<file path="src/rtl/context_switch_unit.sv">
// Per-process PC context table plus the save/load/resume sequencer that turns a
// scheduler switch request into a stalled, single-pulse PC reload of the CPU.
module context_switch_unit #(
  parameter int NUM_PROCS = 8,
  parameter int PID_W     = 3,
  parameter int PC_W      = 32
) (
  input  logic                 clock,
  input  logic                 reset,
  input  logic                 switch_req,
  input  logic [PC_W-1:0]      cur_pc,
  input  logic [PID_W-1:0]     next_pid,
  input  logic                 create_valid,
  input  logic [PID_W-1:0]     create_pid,
  input  logic [PC_W-1:0]      create_pc,
  input  logic                 kill_valid,
  input  logic [PID_W-1:0]     kill_pid,
  output logic                 stall_cpu,
  output logic                 pc_load,
  output logic [PC_W-1:0]      pc_out,
  output logic [PID_W-1:0]     running_pid,
  output logic [NUM_PROCS-1:0] active_mask,
  output logic                 busy,
  output logic                 switch_err,
  output logic                 switch_overrun
);

  typedef enum logic [1:0] {IDLE, SAVE, LOAD, RESUME} state_t;

  state_t               state_reg, state_next;
  logic [PC_W-1:0]      sv_pc_reg;
  logic [PID_W-1:0]     tgt_reg;
  logic [PID_W-1:0]     running_pid_reg;
  logic [PC_W-1:0]      pc_out_reg;
  logic                 pc_load_reg;
  logic                 switch_err_reg;
  logic                 overrun_reg;
  logic [NUM_PROCS-1:0] active_reg;
  logic [PC_W-1:0]      pc_table [NUM_PROCS];

  logic busy_w, start_w, save_we, load_en, resume_en, tgt_live;
  logic [PID_W-1:0] create_slot, kill_slot, next_slot;

  // Out-of-range PIDs alias onto a real slot.
  function automatic logic [PID_W-1:0] slot_of(input logic [PID_W-1:0] pid);
    return PID_W'(pid % NUM_PROCS);
  endfunction

  assign create_slot = slot_of(create_pid);
  assign kill_slot   = slot_of(kill_pid);
  assign next_slot   = slot_of(next_pid);
  assign tgt_live    = active_reg[tgt_reg];

  // FSM state register
  always_ff @(posedge clock or posedge reset) begin
    if (reset) state_reg <= IDLE;
    else       state_reg <= state_next;
  end

  // FSM next-state logic
  always_comb begin
    state_next = state_reg;
    case (state_reg)
      IDLE:    if (start_w) state_next = SAVE;
      SAVE:    state_next = LOAD;
      LOAD:    state_next = RESUME;
      RESUME:  state_next = IDLE;
      default: state_next = IDLE;
    endcase
  end

  // FSM outputs; the pc_load cycle after RESUME still counts as busy.
  always_comb begin
    busy_w    = (state_reg != IDLE) || pc_load_reg;
    start_w   = switch_req && !busy_w;
    save_we   = (state_reg == SAVE) && active_reg[running_pid_reg];
    load_en   = (state_reg == LOAD);
    resume_en = (state_reg == RESUME);
  end

  always_ff @(posedge clock or posedge reset) begin
    if (reset) begin
      sv_pc_reg       <= '0;
      tgt_reg         <= '0;
      running_pid_reg <= '0;
      pc_out_reg      <= '0;
      pc_load_reg     <= 1'b0;
      switch_err_reg  <= 1'b0;
      overrun_reg     <= 1'b0;
    end else begin
      if (start_w) begin
        sv_pc_reg <= cur_pc;
        tgt_reg   <= next_slot;
      end
      if (load_en) begin
        if (tgt_live) begin
          pc_out_reg      <= pc_table[tgt_reg];
          running_pid_reg <= tgt_reg;
        end else begin
          pc_out_reg <= sv_pc_reg;
        end
      end
      switch_err_reg <= load_en && !tgt_live;
      pc_load_reg    <= resume_en;
      if (switch_req && busy_w) overrun_reg <= 1'b1;
    end
  end

  // Create beats kill on the same slot.
  always_ff @(posedge clock or posedge reset) begin
    if (reset) begin
      active_reg <= '0;
    end else begin
      for (int i = 0; i < NUM_PROCS; i++) begin
        if (create_valid && create_slot == PID_W'(i))
          active_reg[i] <= 1'b1;
        else if (kill_valid && kill_slot == PID_W'(i))
          active_reg[i] <= 1'b0;
      end
    end
  end

  // Table contents are don't-care while a slot is inactive, so no reset.
  generate
    for (genvar gi = 0; gi < NUM_PROCS; gi++) begin : gen_slot
      logic [PC_W-1:0] slot_pc_reg;
      always_ff @(posedge clock) begin
        if (create_valid && create_slot == PID_W'(gi))
          slot_pc_reg <= create_pc;
        else if (save_we && running_pid_reg == PID_W'(gi))
          slot_pc_reg <= sv_pc_reg;
      end
      assign pc_table[gi] = slot_pc_reg;
    end
  endgenerate

  assign stall_cpu      = busy_w;
  assign busy           = busy_w;
  assign pc_load        = pc_load_reg;
  assign pc_out         = pc_out_reg;
  assign running_pid    = running_pid_reg;
  assign active_mask    = active_reg;
  assign switch_err     = switch_err_reg;
  assign switch_overrun = overrun_reg;

endmodule

</file>
<file path="config.mk">
export PLATFORM = sky130hd
export DESIGN_NAME = context_switch_unit
export DESIGN_NICKNAME = d
export VERILOG_FILES = /design/src/rtl/context_switch_unit.sv
export SDC_FILE = /design/constraint.sdc
export NUM_CORES = 1
export LEC_CHECK = 0
export BUFFER_PORTS_ARGS = -buffer_cell sky130_fd_sc_hd__buf_2
export CORE_MARGIN = 1.5
export CORE_UTILIZATION = 50
export CTS_CLUSTER_DIAMETER = 80
export DETAILED_ROUTE_END_ITERATION = 16
export GPL_TIMING_DRIVEN = 0
export PLACE_DENSITY = 0.71
export SLEW_MARGIN = 20
export SYNTH_ARGS = -nofsm -noshare
export SYNTH_HDL_FRONTEND = slang
export SYNTH_SLANG_ARGS = --single-unit
</file>
<file path="constraint.sdc">
create_clock -name clock -period 2.85 [get_ports clock]
set_clock_uncertainty 0.05 [all_clocks]
set_input_delay 0.1425 -clock clock [delete_from_list [all_inputs] [get_ports clock]]
set_output_delay 0.1425 -clock clock [all_outputs]
set_load 0.02 [all_outputs]
</file>
==> implementation parameters <==
Parameter                              Value

Pwr
  Internal power ... between 10 and 15 mW
  Ratio of total power to cell area ... just under 1000 nW/µm²
  Clock power frac ... 24.8%
  Peak ir drop on the vdd network ... between 0.6 and 0.7 mV
  Share of power burned in registers ... roughly 37%
  Share of total power in combinational logic ... between 30% and 40%
  Total power consumption of the routed design ... 19.4 mW
  Total net switching power ... about 6.2 mW
  Leakage power ... roughly 7.3 nW
  Proportion of total power due to net switching ... 32.1%

Synth
  Distinct cell type count of the synthesized netlist ... 37
  Average cell area after synthesis ... roughly 17 µm²
  Post-Synth XOR/XNOR Area ... 0%
  Share of synthesized cell area in and, or, nand and nor gates ... 2.71%
  Largest area contributor in the netlist ... sky130_fd_sc_hd__edfxtp_1
  Mapped Area ... 16,400 µm²
  Top post-synthesis cells by area ... sky130_fd_sc_hd__edfxtp_1, sky130_fd_sc_hd__mux2_1, sky130_fd_sc_hd__dfrtp_1
  Yosys synthesis warning count ... 0
  Synth top area share ... around 47%
  Post-synthesis sequential area ratio ... 59.7%
  Synthesized net count ... 1,049
  Share of cell area taken by muxes after synthesis ... between 30% and 40%
  Post-Synthesis Cells ... between 900 and 1,000
  Largest family of logic cells by synthesized area ... multiplexers
  Area share of fa/ha/maj cells after synthesis ... less than 1%
  Number of enable flip-flop cells after synthesis ... 256
  Synthesized-area fraction occupied by ao, oa, aoi and oai cells ... 2.84%
  Fraction of synthesis flops using an asynchronous set or reset pin ... between 20% and 30%
  Most used standard cells in the synthesized netlist ... sky130_fd_sc_hd__mux2_1, sky130_fd_sc_hd__edfxtp_1, sky130_fd_sc_hd__dfrtp_1
  Seq cells post-synth ... between 300 and 400
  Dominant cell by count in the synthesized netlist ... sky130_fd_sc_hd__mux2_1
  Most instantiated flip-flop cell in the synthesis netlist ... sky130_fd_sc_hd__edfxtp_1

Layout
  Share of final-layout standard cells stronger than drive strength 1 ... a little over a quarter
  Number of nets in the finished design ... around 1,300
  Synth-to-Final Area Change ... 20.9%
  Flip-flop count of the largest register, all copies and words added ... 256
  Number of standard cells in the layout, taps in and fillers out ... between 1,500 and 2,000

Drt
  Via Count ... between 9,000 and 10,000
  WL final ... about 42,000 µm
  Remaining number of nets flagged by the antenna check after routing ... 0
  Detailed-routing iteration count for the pre-antenna-repair pass ... 5
  Average via count per standard cell ... just under 6
  Count of unresolved DRC violations after routing ... 0
  Violation count after the first detailed-route iteration ... between 800 and 900
  Routed len/inst ... approximately 25 µm

Timing
  Final Setup Violations ... 0
  Slew headroom ... about a third
  Shortest clock period the worst path allows after layout ... 2760 ps
  Worst hold slack ... a little under 70 ps
  Slew at the pin closest to its max-slew limit ... 1010 ps
  Share of the cycle needed by the critical path after routing ... 96.8%
  Final count of hold timing violations ... 0
  Number of pins with negative max-slew slack in the final report ... 0
  Setup_tns ... 0 ps
  Unrepaired setup endpoints after global routing ... no
  Max Fclk ... roughly 0.36 GHz

CTS
  Post-CTS clock slew at the launch and capture registers of the worst setup and hold paths ... roughly 60 ps
  Inserted Clock Buffers ... 38
  Total number of H-tree levels ... 2
  Library cell used as clock root buffer ... sky130_fd_sc_hd__clkbuf_16
  Maximum buffer depth of the clock tree ... 3
  Clock latency of the later-clocked register in the worst-skew pair ... about 520 ps
  Sink Count ... about 340
  TritonCTS clock tree ... done

Placement
  Total half-perimeter wirelength after legalization and detailed placement ... about 26,000 µm
  Buffers on Ports ... ~120
  Global placement routability congestion ... 0.760
  Cells after DPL ... 1,538

Min path
  Worst hold-check path type ... input port to flip-flop

Floorplan
  Initial standard-cell utilization of the core ... about half
  Width of the die ... 184 µm
  Number of core rows ... 66
  Core area ... approximately 32,000 µm²
  Die boundary height ... 184 µm
  Number of top-level design ports ... approximately 130
  Die area ... between 30,000 and 40,000 µm²

Critical path
  Crit-path cells ... clkbuf_1 -> buf_2 -> buf_1 -> mux4_2 -> mux2_2 -> a221o_1
  Critical Path End Type ... flip-flop
  Max incr delay on CP ... slightly below 600 ps
  Critical path peak fanout ... 10
  Required time at the worst-slack endpoint ... roughly 3200 ps
  Kind of start point of the critical path ... flip-flop
  Critical path arrival ... ~3100 ps
  Slowest CP cell ... sky130_fd_sc_hd__buf_1
  Category of the most critical setup path ... flip-flop to flip-flop

Status
  Status ... finished, final reports clean

Global route
  First-pass GRT wire length ... around 63,000 µm
  Maximum number of pins on one net before global-route repair ... just over 60
  Antenna violations before repair ... 3
  Global router's overall resource usage ... roughly 25%
  Remaining global-route overflow ... 0
  Via count of the first global-routing pass ... around 10,000

Job
  Max-cap violation count ... 0
## critical path, delay by kind of cell, from the launching register on
| family | cells | cell delay, ps |
|---|---|---|
| multiplexers | 2 | 690 |
| AO/OA/AOI/OAI | 1 | 300 |
| flip-flops | 1 | 330 |
| buffers and inverters | 3 | 1270 |
## through the flow
stage | setup slack, ps | utilization (%) | instance area (µm²)
floorplan | 144 | - | 16400
global placement | -1440 | 54.1 | 17500
detailed placement | -32.1 | 55.1 | 17800
CTS | 4.10 | 61.1 | 19800
global route | 4.87 | 61.1 | 19800
finish | 92.1 | 61.1 | 19800
## power groups by stage
stage | clock network [mW] | registers, mW | logic [mW]
floorplan | 0 | 7.51 | 4.93
global placement | 0 | 7.28 | 7.05
detailed placement | 0 | 7.29 | 7.32
CTS | 4.87 | 7.20 | 7.45
global route | 5.05 | 7.28 | 8.03
finish | 4.82 | 7.20 | 7.42
## metal layers
| layer | share of wire, % | vias up | GRT usage, % |
|---|---|---|---|
| li1 | - | 4301 | - |
| met1 | 41 | 5062 | 33.3 |
| met2 | 49 | 343 | 42.8 |
| met3 | 6.1 | 77 | 4.52 |
| met4 | 3.1 | 2 | 8.59 |
| met5 | 0.031 | - | 0 |
## cells by family (layout without fill, tap and decap cells)
logic type / after synthesis / after routing
AO/OA/AOI/OAI: 55 / 55
buffers and inverters: 99 / 369
multiplexers: 394 / 394
other: 0 / 3
AND/OR/NAND/NOR: 74 / 74
flip-flops: 339 / 339
adder cells (fa/ha/maj): 5 / 5
## layout make-up
class,count,area (µm²)
multi-input combinational,528,6200
buffer,94,445
sequential,339,9760
timing repair buffer,202,1560
clock buffer,61,1150
antenna,3,7.51
inverter,4,20.0
clock inverter,8,70.1
fill,2513,12600
tap,442,553
## path summary, 6_finish.rpt
kind | cells after the start | to | startpoint | slack [ps]
setup / recovery | 6 | pc_out[2] | tgt_reg[1] | 90
hold / removal | 4 | active_mask[5] | kill_pid[0] | 70
setup reg to reg | 6 | pc_out[2] | tgt_reg[1] | 90
hold reg to reg | 1 | switch_overrun | switch_overrun | 420
max in group asynchronous | 4 | sv_pc_reg[27] | reset | 2030
min in group asynchronous | 3 | sv_pc_reg[14] | reset | 80
## cell usage in the layout (no fill, tap or decap), types with 7 or more instances in the layout
master                          synthesis  final
sky130_fd_sc_hd__clkbuf_1              33     44
sky130_fd_sc_hd__mux2_1               278    278
sky130_fd_sc_hd__a221o_1               32     32
sky130_fd_sc_hd__nand2_1               15     14
sky130_fd_sc_hd__mux4_2                61     61
sky130_fd_sc_hd__dfrtp_1               83     83
sky130_fd_sc_hd__o21ai_0                7      7
sky130_fd_sc_hd__nor2b_1               36     36
sky130_fd_sc_hd__mux2_2                49     49
sky130_fd_sc_hd__buf_2                 18    139
sky130_fd_sc_hd__nand2b_1               9      9
sky130_fd_sc_hd__clkbuf_8               0      7
sky130_fd_sc_hd__edfxtp_1             256    256
sky130_fd_sc_hd__buf_16                 0      7
sky130_fd_sc_hd__buf_1                 37     36
sky130_fd_sc_hd__dlygate4sd3_1          0     72
sky130_fd_sc_hd__clkbuf_16              0     40
## repair_timing
item                       4_1_cts  5_1_grt
buffers inserted                 0        0
cloned                           0        0
setup endpoints to repair        3       25
resized for setup                0        5
hold endpoints to repair       382        0
hold buffers                    72        0
(Power assumes the default switching activity.)
